**config.mk**
```make
export PLATFORM = sky130hd
export DESIGN_NAME = tsu_ts_queue
export DESIGN_NICKNAME = d
export VERILOG_FILES = /design/src/rtl/tsu_ts_queue_pkg.sv /design/src/rtl/tsu_ts_queue.sv
export SDC_FILE = /design/constraint.sdc
export NUM_CORES = 1
export LEC_CHECK = 0
export ABC_CLOCK_PERIOD_IN_PS = 8300
export CAP_MARGIN = 20
export CORE_MARGIN = 4
export CORE_UTILIZATION = 55
export DETAILED_ROUTE_END_ITERATION = 8
export PLACE_DENSITY = 0.79
export SLEW_MARGIN = 0
export SYNTH_ARGS = -nofsm -noshare
export SYNTH_HDL_FRONTEND = slang
export SYNTH_SLANG_ARGS = --single-unit
export TNS_END_PERCENT = 5
```
**constraint.sdc**
```tcl
create_clock -name bus2ip_clk -period 8.3 [get_ports bus2ip_clk]
set_clock_uncertainty 0.2 [all_clocks]
set_input_delay 1.66 -clock bus2ip_clk [delete_from_list [all_inputs] [get_ports bus2ip_clk]]
set_output_delay 1.66 -clock bus2ip_clk [all_outputs]
set_load 0.005 [all_outputs]
```
**src/rtl/tsu_ts_queue_pkg.sv**
```systemverilog
// -----------------------------------------------------------------------------
// tsu_ts_queue_pkg
// Shared definitions for the TSU timestamp record queue.
//   - Field widths of one captured PTP timestamp record and the total record
//     width (224 bits). The TSU register block uses the same widths.
//   - ts_rec_t: packed record, most-significant field first.
//   - q_op_e  : queue operation actually performed in a cycle.
// -----------------------------------------------------------------------------
package tsu_ts_queue_pkg;

   localparam int TS_W    = 80;  // seconds + nanoseconds timestamp
   localparam int FRAC_W  = 16;  // fractional nanoseconds
   localparam int SPID_W  = 80;  // sourcePortIdentity
   localparam int FLAG_W  = 16;  // flagField
   localparam int SEQID_W = 16;  // sequenceId
   localparam int VTYPE_W = 16;  // {majorSdoId, messageType, minorVersionPTP, versionPTP}

   localparam int REC_W = TS_W + FRAC_W + SPID_W + FLAG_W + SEQID_W + VTYPE_W;

   typedef struct packed {
      logic [TS_W-1:0]    ts;
      logic [FRAC_W-1:0]  frac_ns;
      logic [SPID_W-1:0]  spid;
      logic [FLAG_W-1:0]  flag;
      logic [SEQID_W-1:0] seqid;
      logic [VTYPE_W-1:0] vtype;
   } ts_rec_t;

   // Encoding matches {do_push, do_pop} so the decode is a plain cast.
   typedef enum logic [1:0] {
      OP_IDLE = 2'b00,
      OP_POP  = 2'b01,
      OP_PUSH = 2'b10,
      OP_BOTH = 2'b11
   } q_op_e;

endpackage : tsu_ts_queue_pkg

```
**src/rtl/tsu_ts_queue.sv**
```systemverilog
// -----------------------------------------------------------------------------
// tsu_ts_queue
// Circular buffer of DEPTH timestamp records sitting between the timestamp
// capture logic and the TSU register block. One instance serves TX, another
// RX. The register block pops the head when software reads TX_TVID/RX_TVID.
//
// Ports
//   bus2ip_clk, bus2ip_rst_n : clock (rising edge), async active-low reset
//   push_i + rec_*_i         : capture the record on rec_*_i
//   pop_i                    : discard the head record
//   ovf_clr_i                : clear the sticky overflow flag
//   int_en_i                 : interrupt enable
//   hd_*_o                   : head record, all-zero while empty
//   empty_o, full_o, cnt_o   : occupancy status
//   ovf_o                    : sticky "record dropped" flag
//   int_o                    : registered interrupt (records pending or ovf)
// -----------------------------------------------------------------------------
module tsu_ts_queue
   import tsu_ts_queue_pkg::*;
#(
   parameter int DEPTH = 4,   // power of 2, 2..16
   parameter int CW    = 3    // log2(DEPTH)+1
) (
   input  logic               bus2ip_clk,
   input  logic               bus2ip_rst_n,

   input  logic               push_i,
   input  logic [TS_W-1:0]    rec_ts_i,
   input  logic [FRAC_W-1:0]  rec_frac_ns_i,
   input  logic [SPID_W-1:0]  rec_spid_i,
   input  logic [FLAG_W-1:0]  rec_flag_i,
   input  logic [SEQID_W-1:0] rec_seqid_i,
   input  logic [VTYPE_W-1:0] rec_vtype_i,

   input  logic               pop_i,
   input  logic               ovf_clr_i,
   input  logic               int_en_i,

   output logic [TS_W-1:0]    hd_ts_o,
   output logic [FRAC_W-1:0]  hd_frac_ns_o,
   output logic [SPID_W-1:0]  hd_spid_o,
   output logic [FLAG_W-1:0]  hd_flag_o,
   output logic [SEQID_W-1:0] hd_seqid_o,
   output logic [VTYPE_W-1:0] hd_vtype_o,

   output logic               empty_o,
   output logic               full_o,
   output logic [CW-1:0]      cnt_o,
   output logic               ovf_o,
   output logic               int_o
);

   localparam int            PW       = $clog2(DEPTH);
   localparam logic [CW-1:0] FULL_CNT = CW'(DEPTH);

   // Storage has no reset; stale entries are hidden by the empty mask.
   ts_rec_t        mem [DEPTH];

   logic [PW-1:0]  wr_ptr;
   logic [PW-1:0]  rd_ptr;
   logic [CW-1:0]  cnt;
   logic [CW-1:0]  cnt_next;
   logic           ovf;
   logic           ovf_next;
   logic           irq;

   logic           is_empty;
   logic           is_full;
   logic           do_push;
   logic           do_pop;
   logic           drop;
   q_op_e          op;
   ts_rec_t        rec_in;
   ts_rec_t        head;

   assign rec_in = '{ts:      rec_ts_i,
                     frac_ns: rec_frac_ns_i,
                     spid:    rec_spid_i,
                     flag:    rec_flag_i,
                     seqid:   rec_seqid_i,
                     vtype:   rec_vtype_i};

   // Operation decode. A push into a full queue is only a drop when no pop
   // frees the head slot in the same cycle; a pop on an empty queue is a
   // no-op, so push+pop on empty degrades to a plain push.
   always_comb begin
      is_empty = (cnt == '0);
      is_full  = (cnt == FULL_CNT);
      do_pop   = pop_i & ~is_empty;
      drop     = push_i & is_full & ~pop_i;
      do_push  = push_i & ~drop;
      op       = q_op_e'({do_push, do_pop});
   end

   always_comb begin
      cnt_next = cnt;
      unique case (op)
         OP_PUSH: cnt_next = cnt + 1'b1;
         OP_POP:  cnt_next = cnt - 1'b1;
         default: cnt_next = cnt;
      endcase
   end

   // A drop in the same cycle as a clear keeps the flag set.
   assign ovf_next = drop | (ovf & ~ovf_clr_i);

   // Control state: pointers wrap naturally since DEPTH is a power of 2.
   always_ff @(posedge bus2ip_clk or negedge bus2ip_rst_n) begin
      if (!bus2ip_rst_n) begin
         wr_ptr <= '0;
         rd_ptr <= '0;
         cnt    <= '0;
         ovf    <= 1'b0;
         irq    <= 1'b0;
      end else begin
         if (do_push) wr_ptr <= wr_ptr + 1'b1;
         if (do_pop)  rd_ptr <= rd_ptr + 1'b1;
         cnt <= cnt_next;
         ovf <= ovf_next;
         irq <= int_en_i & ((cnt_next != '0) | ovf_next);
      end
   end

   always_ff @(posedge bus2ip_clk) begin
      if (do_push) mem[wr_ptr] <= rec_in;
   end

   // Head is read straight from the array so a new record is visible the
   // cycle after its push.
   assign head = is_empty ? '0 : mem[rd_ptr];

   assign hd_ts_o      = head.ts;
   assign hd_frac_ns_o = head.frac_ns;
   assign hd_spid_o    = head.spid;
   assign hd_flag_o    = head.flag;
   assign hd_seqid_o   = head.seqid;
   assign hd_vtype_o   = head.vtype;

   assign empty_o = is_empty;
   assign full_o  = is_full;
   assign cnt_o   = cnt;
   assign ovf_o   = ovf;
   assign int_o   = irq;

endmodule : tsu_ts_queue

```
==> implementation parameters, run 1 <==
Parameter                              Value

Outcome
  Result of the run ... completed

Place
  HPWL after detailed placement ... 42600 um
  Placed cell area ... 39800 um^2
  Total of buffers placed on input and output ports ... 460
  Worst slack at placement ... 3.29 ns
  Gp weighted congestion ... 0.774
  Placed Cells incl. Taps ... 2708

Power
  Clock Power Share ... 25.2%
  Internal power contribution ... 11.5 mW
  Share of total power in sequential cells ... 39.7%
  Power spent charging and discharging nets ... 4.38 mW
  Switching Fraction ... 27.5%
  Final total power ... 15.9 mW
  Power density over the cells ... 372 nW/um^2
  Static Leakage ... 13.8 nW
  Worst supply voltage drop on vdd ... 295 uV
  Gate power share ... 35.1%

Worst setup path
  Data required time at the worst endpoint ... 6.44 ns
  Critical path peak fanout ... 65
  Launching element type of the critical path ... flop
  Critical setup path kind ... flop to output pin
  Kind of end point of the critical path ... output pin
  Data arrival time at the worst-slack endpoint ... 3.64 ns

STA
  RSZ-0062 raised after global routing ... false
  Pin slew with the least headroom to its limit ... 1.05 ns
  Shortest period the worst path allows ... 5.50 ns
  Fin. max-slew vios ... 0
  Final setup fails ... 0
  Total Negative Setup Slacks ... 0 ns
  Final clock period utilization by the worst path ... 66.3%
  Worst max-slew margin expressed relative to the limit ... 30.1%
  Number of failing hold endpoints at the final stage ... 0
  Setup ws final ... 2.80 ns
  Fmax ... 182 MHz

Clocking
  Clock tree from TritonCTS ... done
  Number of cells upsized or downsized after cts ... 0
  CTS H-tree depth ... 3
  CTS Root Buffer Type ... sky130_fd_sc_hd__clkbuf_16
  Number of buffers inserted for hold repair after clock tree synthesis ... 0
  Worst-skew pair later-pin latency ... 0.62 ns
  Maximum clock insertion buffer count ... 3
  Clock-pin slew reported for the worst setup and hold paths after clock tree synthesis ... 0.06 ns
  Total CTS buffers ... 88
  Number of buffers inserted to repair setup after CTS ... 0
  Num Clock Sinks ... 905

Routing
  Total routed wirelength ... 72400 um
  1st-iter DRT viols ... 1132
  Drt pass-1 iters ... 5
  Vias ... 16300
  Count of antenna-violating nets left after detailed routing ... 0
  Number of vias per cell ... 5.65
  Wire length per cell after detailed routing ... 25.1 um
  Post-route DRC violation count ... 0

Floorplanning
  Chip width ... 258 um
  IO Count ... 461
  Core area ... 61700 um^2
  Height of the chip ... 258 um
  Area of the die ... 66500 um^2
  Number of cell rows ... 91
  Initial Util ... 55.6%

Job
  Count of max-cap constraint violations ... 0

Synth
  Count of distinct cell types in the synthesized netlist ... 26
  Flop and latch count out of synthesis ... 905
  Synthesized netlist cell count ... 1468
  Share of flip-flops with an asynchronous set or reset ... 0.994%
  Mapped Area ... 34300 um^2
  Number of nets produced by synthesis ... 1704
  EDFF count, synth ... 896
  Number of warnings reported in the yosys synthesis log ... 0
  Synth Flop Type ... sky130_fd_sc_hd__edfxtp_1
  Post-Syn Area per Cell ... 23.4 um^2
  Fraction of the yosys area taken by sequential cells ... 79.0%

Layout
  Post-route insts no fill ... 2879
  Filler Cells Inserted ... 3771
  Net count reported at finish ... 2197
  Total area of multi-input combinational cells ... 6730 um^2
  Reg area ... 27100 um^2
  Proportion of layout cells with a drive suffix above 1 ... 18.8%
  Area added between synthesis and finish ... 24.5%
  Finished layout cell area ... 42700 um^2

Global route
  Initial antenna violation count ... 22
  Maximum number of pins on one net before global-route repair ... 117
  Congestion Overflow GR ... 0
  Wire length of the first global-routing pass ... 109000 um
  GRT Overall Usage ... 21.8%
  Vias in the first global route ... 17400

Worst hold path
  Worst min-delay path category ... flop to flop
-- Yosys cell counts, types with 2 or more instances --
cell | instances | area [um^2]
sky130_fd_sc_hd__xnor2_1 | 3 | 26.3
sky130_fd_sc_hd__buf_2 | 27 | 135
sky130_fd_sc_hd__dfrtp_1 | 9 | 225
sky130_fd_sc_hd__or3_1 | 2 | 12.5
sky130_fd_sc_hd__ha_1 | 5 | 62.6
sky130_fd_sc_hd__inv_1 | 9 | 33.8
sky130_fd_sc_hd__buf_6 | 17 | 191
sky130_fd_sc_hd__edfxtp_1 | 896 | 26900
sky130_fd_sc_hd__and2_1 | 229 | 1430
sky130_fd_sc_hd__xor2_1 | 2 | 17.5
sky130_fd_sc_hd__mux4_2 | 224 | 5040
sky130_fd_sc_hd__clkbuf_1 | 31 | 116
-- cells by family (layout without fill, tap and decap cells) --
| kind of cell | after synthesis | after routing | synth area share [%] |
|---|---|---|---|
| AOI/OAI and AO/OA | 4 | 4 | 0.0875 |
| xor gates and xnor gates | 5 | 5 | 0.128 |
| adders and majority gates | 6 | 6 | 0.241 |
| buffers and inverters | 84 | 649 | 1.39 |
| DFF | 905 | 905 | 79.0 |
| muxes | 226 | 226 | 14.8 |
| other | 0 | 9 | 0 |
| and+or+nand+nor | 238 | 238 | 4.35 |
-- per-stage QoR --
step	hold WS, ns	util [%]
2_1_floorplan	0.319	-
3_3_place_gp	0.343	64.4
3_5_place_dp	0.326	64.5
4_1_cts	0.356	69.2
5_1_grt	0.376	69.2
6_report	0.358	69.2
-- per-layer routing --
metal	vias to the layer above	GRT usage (%)	share of wire [%]
met2	618	35.3	50
met1	8453	29.1	38
met3	120	6.62	8.7
li1	7038	-	-
met4	26	6.44	2.3
met5	-	0	0.27
-- critical path, cell delays in order (launching register included) --
cell                              delay, ns
sky130_fd_sc_hd__dfrtp_4               1.09
sky130_fd_sc_hd__buf_4                 0.73
sky130_fd_sc_hd__mux4_2                0.41
sky130_fd_sc_hd__and2_1                0.19
sky130_fd_sc_hd__clkdlybuf4s50_1       0.52
-- final timing paths --
path	from	endpoint	slack (ns)	cells after the start
max in group asynchronous	bus2ip_rst_n	rd_ptr[0]$_DFFE_PN0P_	6.38	1
worst max register to register	cnt_o[2]$_DFF_PN0_	mem[3][104]$_DFFE_PP_	4.93	4
min in group asynchronous	bus2ip_rst_n	cnt_o[2]$_DFF_PN0_	1.16	1
worst min-delay path	ovf_o$_DFF_PN0_	ovf_o$_DFF_PN0_	0.36	1
worst min register to register	ovf_o$_DFF_PN0_	ovf_o$_DFF_PN0_	0.36	1
worst max-delay path	rd_ptr[1]$_DFFE_PN0P_	hd_spid_o[15]	2.80	4
-- power by group through the flow --
stage	sequential [mW]	combinational [mW]	clock (mW)
floorplan	6.44	2.97	0
global placement	6.34	5.62	0
detailed placement	6.41	5.64	0
CTS	6.33	5.71	4.07
global route	6.38	5.96	4.27
finish	6.31	5.58	4.00
-- flip-flops by register name, indices dropped and copies added (netlist names) --
signal	cells
cnt_o	3
int_o	1
mem	896
ovf_o	1
rd_ptr	2
wr_ptr	2
-- layout make-up --
class / count / share of cell area (%)
clock buffers: 106 / 5.46
diodes: 9 / 0.0527
flip-flops and latches: 905 / 63.5
repair buffers: 478 / 11.3
clock inverters: 56 / 1.35
inverters: 9 / 0.0791
well taps: 837 / 2.45
multi-input cells: 479 / 15.7
-- cells in the final DEF (no fill, tap or decap), types with 4 or more instances in the layout --
| master | instances |
|---|---|
| sky130_fd_sc_hd__buf_4 | 10 |
| sky130_fd_sc_hd__dfrtp_1 | 7 |
| sky130_fd_sc_hd__bufinv_16 | 10 |
| sky130_fd_sc_hd__and2_4 | 4 |
| sky130_fd_sc_hd__and2_1 | 225 |
| sky130_fd_sc_hd__clkinv_2 | 17 |
| sky130_fd_sc_hd__clkdlybuf4s50_1 | 460 |
| sky130_fd_sc_hd__edfxtp_1 | 896 |
| sky130_fd_sc_hd__clkinvlp_4 | 5 |
| sky130_fd_sc_hd__inv_1 | 9 |
| sky130_fd_sc_hd__mux4_2 | 224 |
| sky130_fd_sc_hd__diode_2 | 9 |
| sky130_fd_sc_hd__clkbuf_1 | 14 |
| sky130_fd_sc_hd__buf_12 | 7 |
| sky130_fd_sc_hd__clkbuf_16 | 90 |
| sky130_fd_sc_hd__clkinv_1 | 17 |
| sky130_fd_sc_hd__ha_1 | 5 |
(Power assumes the default switching activity.)
==> inputs of run 2 (changes only) <==
- ABC_CLOCK_PERIOD_IN_PS: 8300 -> 5400
- clock period: 8.3 -> 5.4 ns (I/O delays scaled with it)
==> implementation parameters, run 2 (synthesis gave the netlist of run 1 again) <==
Parameter                              Value

Global route
  Vias in the first global route ... 17900 (+3.0%)
  Wire length of the first global-routing pass ... 113000 um (+4.0%)
  Initial antenna violation count ... 17 (-23%)
  GRT Overall Usage ... 22.7% (+0.96 points)
  Congestion Overflow GR ... 0 (unchanged)
  Maximum number of pins on one net before global-route repair ... 107 (-8.5%)

Floorplanning
  Height of the chip ... 258 um (unchanged)
  Initial Util ... 55.6% (unchanged)
  Number of cell rows ... 91 (unchanged)
  IO Count ... 461 (unchanged)
  Area of the die ... 66500 um^2 (unchanged)
  Chip width ... 258 um (unchanged)
  Core area ... 61700 um^2 (unchanged)

STA
  Pin slew with the least headroom to its limit ... 1.01 ns (-0.0371 ns)
  Worst max-slew margin expressed relative to the limit ... 32.6% (+2.5 points)
  Fin. max-slew vios ... 0 (unchanged)
  Shortest period the worst path allows ... 4.58 ns
  Setup ws final ... 0.822 ns (-1.98 ns)
  RSZ-0062 raised after global routing ... false
  Fmax ... 218 MHz
  Final setup fails ... 0 (unchanged)
  Total Negative Setup Slacks ... 0 ns (unchanged)
  Final clock period utilization by the worst path ... 84.8%
  Number of failing hold endpoints at the final stage ... 0 (unchanged)

Layout
  Number of flip-flops in the largest register ... 896 (unchanged)
  Biggest register ... mem
  Most frequent standard cell in the layout excluding fill and tap cells ... sky130_fd_sc_hd__edfxtp_1
  Finished layout cell area ... 43200 um^2 (+1.0%)
  Post-route insts no fill ... 2925 (+1.6%)
  Filler Cells Inserted ... 3687 (-2.2%)
  Area added between synthesis and finish ... 25.8%
  Proportion of layout cells with a drive suffix above 1 ... 20.1% (+1.4 points)
  Commonest cells after routing, fill and taps aside ... sky130_fd_sc_hd__edfxtp_1 (896), sky130_fd_sc_hd__clkdlybuf4s50_1 (460), sky130_fd_sc_hd__and2_1 (225)
  Net count reported at finish ... 2240 (+2.0%)

Worst setup path
  Largest stage delay, worst path ... 0.78 ns (-0.31 ns)
  Critical setup path kind ... flop to output pin
  Kind of end point of the critical path ... output pin
  Launching element type of the critical path ... flop
  Category of cells accounting for the largest share of critical-path delay ... buffers and inverters
  Data arrival time at the worst-slack endpoint ... 3.30 ns (-0.34 ns)
  Worst Setup SP ... cnt_o[0]$_DFF_PN0_
  Path depth of the worst reg2reg path ... 9 (+5)
  Bufs and invs on worst path ... 2 (unchanged)
  Data required time at the worst endpoint ... 4.12 ns (-2.32 ns)
  Register-to-Register Setup Slack ... 1.48 ns (-3.45 ns)
  Terminus of the critical flop-to-flop path ... int_o$_DFF_PN0_
  Startpoint of the worst-slack reg-to-reg timing path ... cnt_o[0]$_DFF_PN0_
  Cells along the critical path ... or3_4 > buf_12 > and2_1 > clkdlybuf4s50_1
  Critical path peak fanout ... 106 (+63%)
  Critical Path Slowest Stage Cell ... sky130_fd_sc_hd__or3_4

Outcome
  Result of the run ... completed

Power
  Power density over the cells ... 570 nW/um^2 (+53%)
  Final total power ... 24.6 mW (+55%)
  Worst supply voltage drop on vdd ... 735 uV (+150%)
  Static Leakage ... 14.0 nW (+1.7%)

Job
  Count of max-cap constraint violations ... 0 (unchanged)

Place
  Worst slack at placement ... 1.38 ns (-1.91 ns)
  Total of buffers placed on input and output ports ... 460 (unchanged)
  Placed Cells incl. Taps ... 2750 (+1.6%)
  HPWL after detailed placement ... 47300 um (+11%)
  Placed cell area ... 40300 um^2 (+1.2%)
  Gp weighted congestion ... 0.800 (+3.4%)

Clocking
  CTS Root Buffer Type ... sky130_fd_sc_hd__clkbuf_16
  Number of buffers inserted to repair setup after CTS ... 0 (unchanged)
  Number of cells upsized or downsized after cts ... 0 (unchanged)
  Total CTS buffers ... 89 (+1.1%)
  Clock-pin slew reported for the worst setup and hold paths after clock tree synthesis ... 0.06 ns (about the same)
  Number of buffers inserted for hold repair after clock tree synthesis ... 0 (unchanged)
  CTS H-tree depth ... 3 (unchanged)
  Worst-skew pair later-pin latency ... 0.61 ns (about the same)
  Num Clock Sinks ... 905 (unchanged)
  Maximum clock insertion buffer count ... 3 (unchanged)
  Clock tree from TritonCTS ... done

Routing
  Count of antenna-violating nets left after detailed routing ... 0 (unchanged)
  Vias ... 16600 (+2.2%)
  Wire length per cell after detailed routing ... 25.7 um (+2.3%)
  1st-iter DRT viols ... 1276 (+13%)
  Post-route DRC violation count ... 0 (unchanged)
  Total routed wirelength ... 75200 um (+3.9%)
  Number of vias per cell ... 5.68 (+0.58%)
  Drt pass-1 iters ... 5 (unchanged)

Worst hold path
  Min-Delay Endpoint ... ovf_o$_DFF_PN0_
  Hold path cells ... 1 (unchanged)
  Worst min-delay path category ... flop to flop
  Hold Path Origin ... ovf_o$_DFF_PN0_
## run 2: changes by cell type in the layout (fill, tap and decap cells not counted), sizes merged
cell      change
clkinvlp      -1
clkbuf        +6
diode         +4
bufinv        -2
inv           -3
buf          +42
## run 2: final cells by class
class	instances	area [um^2]	share of cell area (%)
Antenna cell	13	32.5	0.0754
Clock buffer	112	2380	5.50
Clock inverter	50	498	1.15
Inverter	9	33.8	0.0782
Multi-Input combinational cell	479	6730	15.6
Sequential cell	905	27100	62.9
Tap cell	837	1050	2.43
Timing Repair Buffer	520	5320	12.3
## run 2: where the power goes
group | internal, mW | leakage (nW) | switching (mW)
clock | 3.51 | 1.40 | 2.54
combinational | 5.08 | 4.30 | 3.79
sequential | 9.23 | 8.33 | 0.467
total | 17.8 | 14.0 | 6.80
## run 2: worst max path at each step
stage	to	cells after the start
after detailed placement	int_o$_DFF_PN0_	10
final	hd_flag_o[1]	4
after CTS	hd_ts_o[37]	4
after floorplan	mem[0][0]$_DFFE_PP_	3
after global placement	hd_ts_o[35]	4
after global routing	hd_seqid_o[7]	4
## run 2: layer usage
metal  track usage [%]  part of all wire (%)  vias to the layer above  wire, um
met5                 0                 0.098                        -        74
met4              7.76                   2.8                       10      2140
met3              5.71                   7.9                      119      5910
met2              36.7                    51                      653     38000
met1              30.9                    39                     8701     29000
li1                  -                     -                     7127         -
## run 2: per-stage QoR
step / utilization (%) / hold slack, ns
2_1_floorplan: - / 0.319
3_3_place_gp: 65.2 / 0.342
3_5_place_dp: 65.2 / 0.339
4_1_cts: 69.9 / 0.357
5_1_grt: 69.9 / 0.401
6_report: 70.0 / 0.361
==> inputs of run 3 (changes only) <==
- ABC_CLOCK_PERIOD_IN_PS: 5400 -> 4500
- clock period: 5.4 -> 4.5 ns (I/O delays scaled with it)
==> implementation parameters, run 3 (synthesis gave the netlist of run 1 again) <==
Parameter                              Value

Place
  Worst slack at placement ... 0.517 ns (-0.861 ns)
  Total of buffers placed on input and output ports ... 460 (unchanged)
  HPWL after detailed placement ... 46500 um (-1.7%)
  Placed Cells incl. Taps ... 2759 (+0.33%)
  Gp weighted congestion ... 0.803 (+0.32%)

Clocking
  Num Clock Sinks ... 905 (unchanged)
  Number of buffers inserted for hold repair after clock tree synthesis ... 0 (unchanged)
  Number of buffers inserted to repair setup after CTS ... 0 (unchanged)
  Number of cells upsized or downsized after cts ... 0 (unchanged)
  CTS Root Buffer Type ... sky130_fd_sc_hd__clkbuf_16
  Clock-pin slew reported for the worst setup and hold paths after clock tree synthesis ... 0.06 ns (about the same)
  Maximum clock insertion buffer count ... 3 (unchanged)
  Clock tree from TritonCTS ... done
  Worst-skew pair later-pin latency ... 0.62 ns (about the same)
  Total CTS buffers ... 90 (+1.1%)
  CTS H-tree depth ... 3 (unchanged)

Layout
  Number of flip-flops in the largest register ... 896 (unchanged)
  Proportion of layout cells with a drive suffix above 1 ... 20.9% (+0.75 points)
  Area added between synthesis and finish ... 26.7%
  Reg area ... 27100 um^2 (unchanged)
  Commonest cells after routing, fill and taps aside ... sky130_fd_sc_hd__edfxtp_1 (896), sky130_fd_sc_hd__clkdlybuf4s50_1 (460), sky130_fd_sc_hd__and2_1 (225)
  Total area of multi-input combinational cells ... 6730 um^2 (unchanged)
  Most frequent standard cell in the layout excluding fill and tap cells ... sky130_fd_sc_hd__edfxtp_1
  Filler Cells Inserted ... 3644 (-1.2%)
  Post-route insts no fill ... 2935 (+0.34%)
  Biggest register ... mem
  Net count reported at finish ... 2250 (+0.45%)

STA
  Shortest period the worst path allows ... 4.22 ns
  Final setup fails ... 0 (unchanged)
  Final clock period utilization by the worst path ... 93.7%
  Total Negative Setup Slacks ... 0 ns (unchanged)
  Fin. max-slew vios ... 0 (unchanged)
  Number of failing hold endpoints at the final stage ... 0 (unchanged)
  Hold slack ... 0.369 ns (+0.00850 ns)
  RSZ-0062 raised after global routing ... false
  Setup ws final ... 0.283 ns (-0.539 ns)
  Worst max-slew margin expressed relative to the limit ... 52.1% (+19 points)
  Fmax ... 237 MHz
  Pin slew with the least headroom to its limit ... 0.709 ns (-0.302 ns)

Global route
  Maximum number of pins on one net before global-route repair ... 79 (-26%)
  Wire length of the first global-routing pass ... 114000 um (+0.96%)
  Vias in the first global route ... 18000 (+0.82%)
  Congestion Overflow GR ... 0 (unchanged)
  GRT Overall Usage ... 22.9% (+0.18 points)
  Initial antenna violation count ... 13 (-4)

Worst setup path
  Category of cells accounting for the largest share of critical-path delay ... buffers and inverters
  Kind of end point of the critical path ... output pin
  Terminus of the critical flop-to-flop path ... int_o$_DFF_PN0_
  Cells along the critical path ... buf_12 > buf_4 > mux4_2 > and2_1 > clkdlybuf4s50_1
  Path depth of the worst reg2reg path ... 9 (unchanged)
  Register-to-Register Setup Slack ... 1.20 ns (-0.28 ns)
  Worst Setup SP ... rd_ptr[0]$_DFFE_PN0P_
  Data arrival time at the worst-slack endpoint ... 3.12 ns (-0.18 ns)
  Critical Path Slowest Stage Cell ... sky130_fd_sc_hd__dfrtp_4
  Critical path peak fanout ... 28 (-74%)
  Data required time at the worst endpoint ... 3.40 ns (-0.72 ns)
  Worst setup path endpoint ... hd_ts_o[73]
  Startpoint of the worst-slack reg-to-reg timing path ... cnt_o[0]$_DFF_PN0_
  Crit path depth ... 5 (+1)
  Launching element type of the critical path ... flop
  Critical setup path kind ... flop to output pin
  Bufs and invs on worst path ... 3 (+1)
  Largest stage delay, worst path ... 0.69 ns (-0.09 ns)

Floorplanning
  Chip width ... 258 um (unchanged)
  Number of cell rows ... 91 (unchanged)
  Initial Util ... 55.6% (unchanged)
  IO Count ... 461 (unchanged)
  Area of the die ... 66500 um^2 (unchanged)
  Core area ... 61700 um^2 (unchanged)
  Height of the chip ... 258 um (unchanged)

Power
  Share of total power in sequential cells ... 38.5% (-0.9 points)
  Switching Fraction ... 27.6% (-0.028 points)
  Clock Power Share ... 25.0% (+0.4 points)
  Static Leakage ... 14.2 nW (+1.0%)
  Internal power contribution ... 21.7 mW (+22%)
  Worst supply voltage drop on vdd ... 486 uV (-34%)
  Final total power ... 30.0 mW (+22%)
  Gate power share ... 36.5% (+0.5 points)
  Power density over the cells ... 690 nW/um^2 (+21%)
  Power spent charging and discharging nets ... 8.28 mW (+22%)

Worst hold path
  Worst min-delay path category ... flop to flop

Routing
  Wire length per cell after detailed routing ... 25.8 um (+0.35%)
  Number of vias per cell ... 5.73 (+0.91%)
  1st-iter DRT viols ... 1371 (+7.4%)
  Vias ... 16800 (+1.3%)
  Total routed wirelength ... 75700 um (+0.70%)
  Count of antenna-violating nets left after detailed routing ... 0 (unchanged)
  Post-route DRC violation count ... 0 (unchanged)
  Drt pass-1 iters ... 5 (unchanged)

Outcome
  Result of the run ... completed

Job
  Count of max-cap constraint violations ... 0 (unchanged)
==> run 3: cell types whose count changed in the layout (fill, tap and decap cells not counted) <==
cell / delta
sky130_fd_sc_hd__buf_12: +10
sky130_fd_sc_hd__buf_4: -1
sky130_fd_sc_hd__bufinv_16: +3
sky130_fd_sc_hd__clkbuf_1: -4
sky130_fd_sc_hd__clkbuf_8: +2
sky130_fd_sc_hd__clkinv_1: -2
sky130_fd_sc_hd__clkinv_2: +5
sky130_fd_sc_hd__clkinv_4: -2
sky130_fd_sc_hd__clkinvlp_4: +1
sky130_fd_sc_hd__diode_2: -2
==> run 3: metal layers <==
layer	up-vias	track usage [%]	part of all wire, %
li1	7150	-	-
met1	8795	30.6	37
met2	743	38.4	52
met3	123	5.70	8.5
met4	8	6.30	2.4
met5	-	0	0.073
==> run 3: power by group through the flow <==
stage	Clock [mW]	Sequential [mW]	Combinational (mW)
global placement	0	11.6	11.0
floorplan	0	11.7	5.49
global route	8.01	11.7	11.7
CTS	7.63	11.6	11.2
finish	7.49	11.6	11.0
detailed placement	0	11.7	11.0
==> run 3: area by class of cell <==
class / count / area share, %
clock buffer: 110 / 5.49
antenna: 11 / 0.0633
tap: 837 / 2.41
timing repair buffer: 529 / 12.7
inverter: 9 / 0.0777
multi-input combinational: 479 / 15.5
sequential: 905 / 62.4
clock inverter: 55 / 1.37
==> run 3: metrics by stage <==
step | util, % | instance area, um^2
final | 70.4 | 43500
after global routing | 70.4 | 43500
after CTS | 70.4 | 43400
after detailed placement | 65.6 | 40500
after global placement | 65.6 | 40500
after floorplan | - | 34300
==> run 3: worst min path at each step <==
stage	start	to	slack [ns]	cells past startpoint
floorplan	ovf_o$_DFF_PN0_	ovf_o$_DFF_PN0_	0.32	1
global placement	ovf_o$_DFF_PN0_	ovf_o$_DFF_PN0_	0.33	1
detailed placement	ovf_o$_DFF_PN0_	ovf_o$_DFF_PN0_	0.34	1
CTS	bus2ip_rst_n	ovf_o$_DFF_PN0_	0.36	1
global route	bus2ip_rst_n	ovf_o$_DFF_PN0_	0.39	1
finish	ovf_o$_DFF_PN0_	ovf_o$_DFF_PN0_	0.37	1
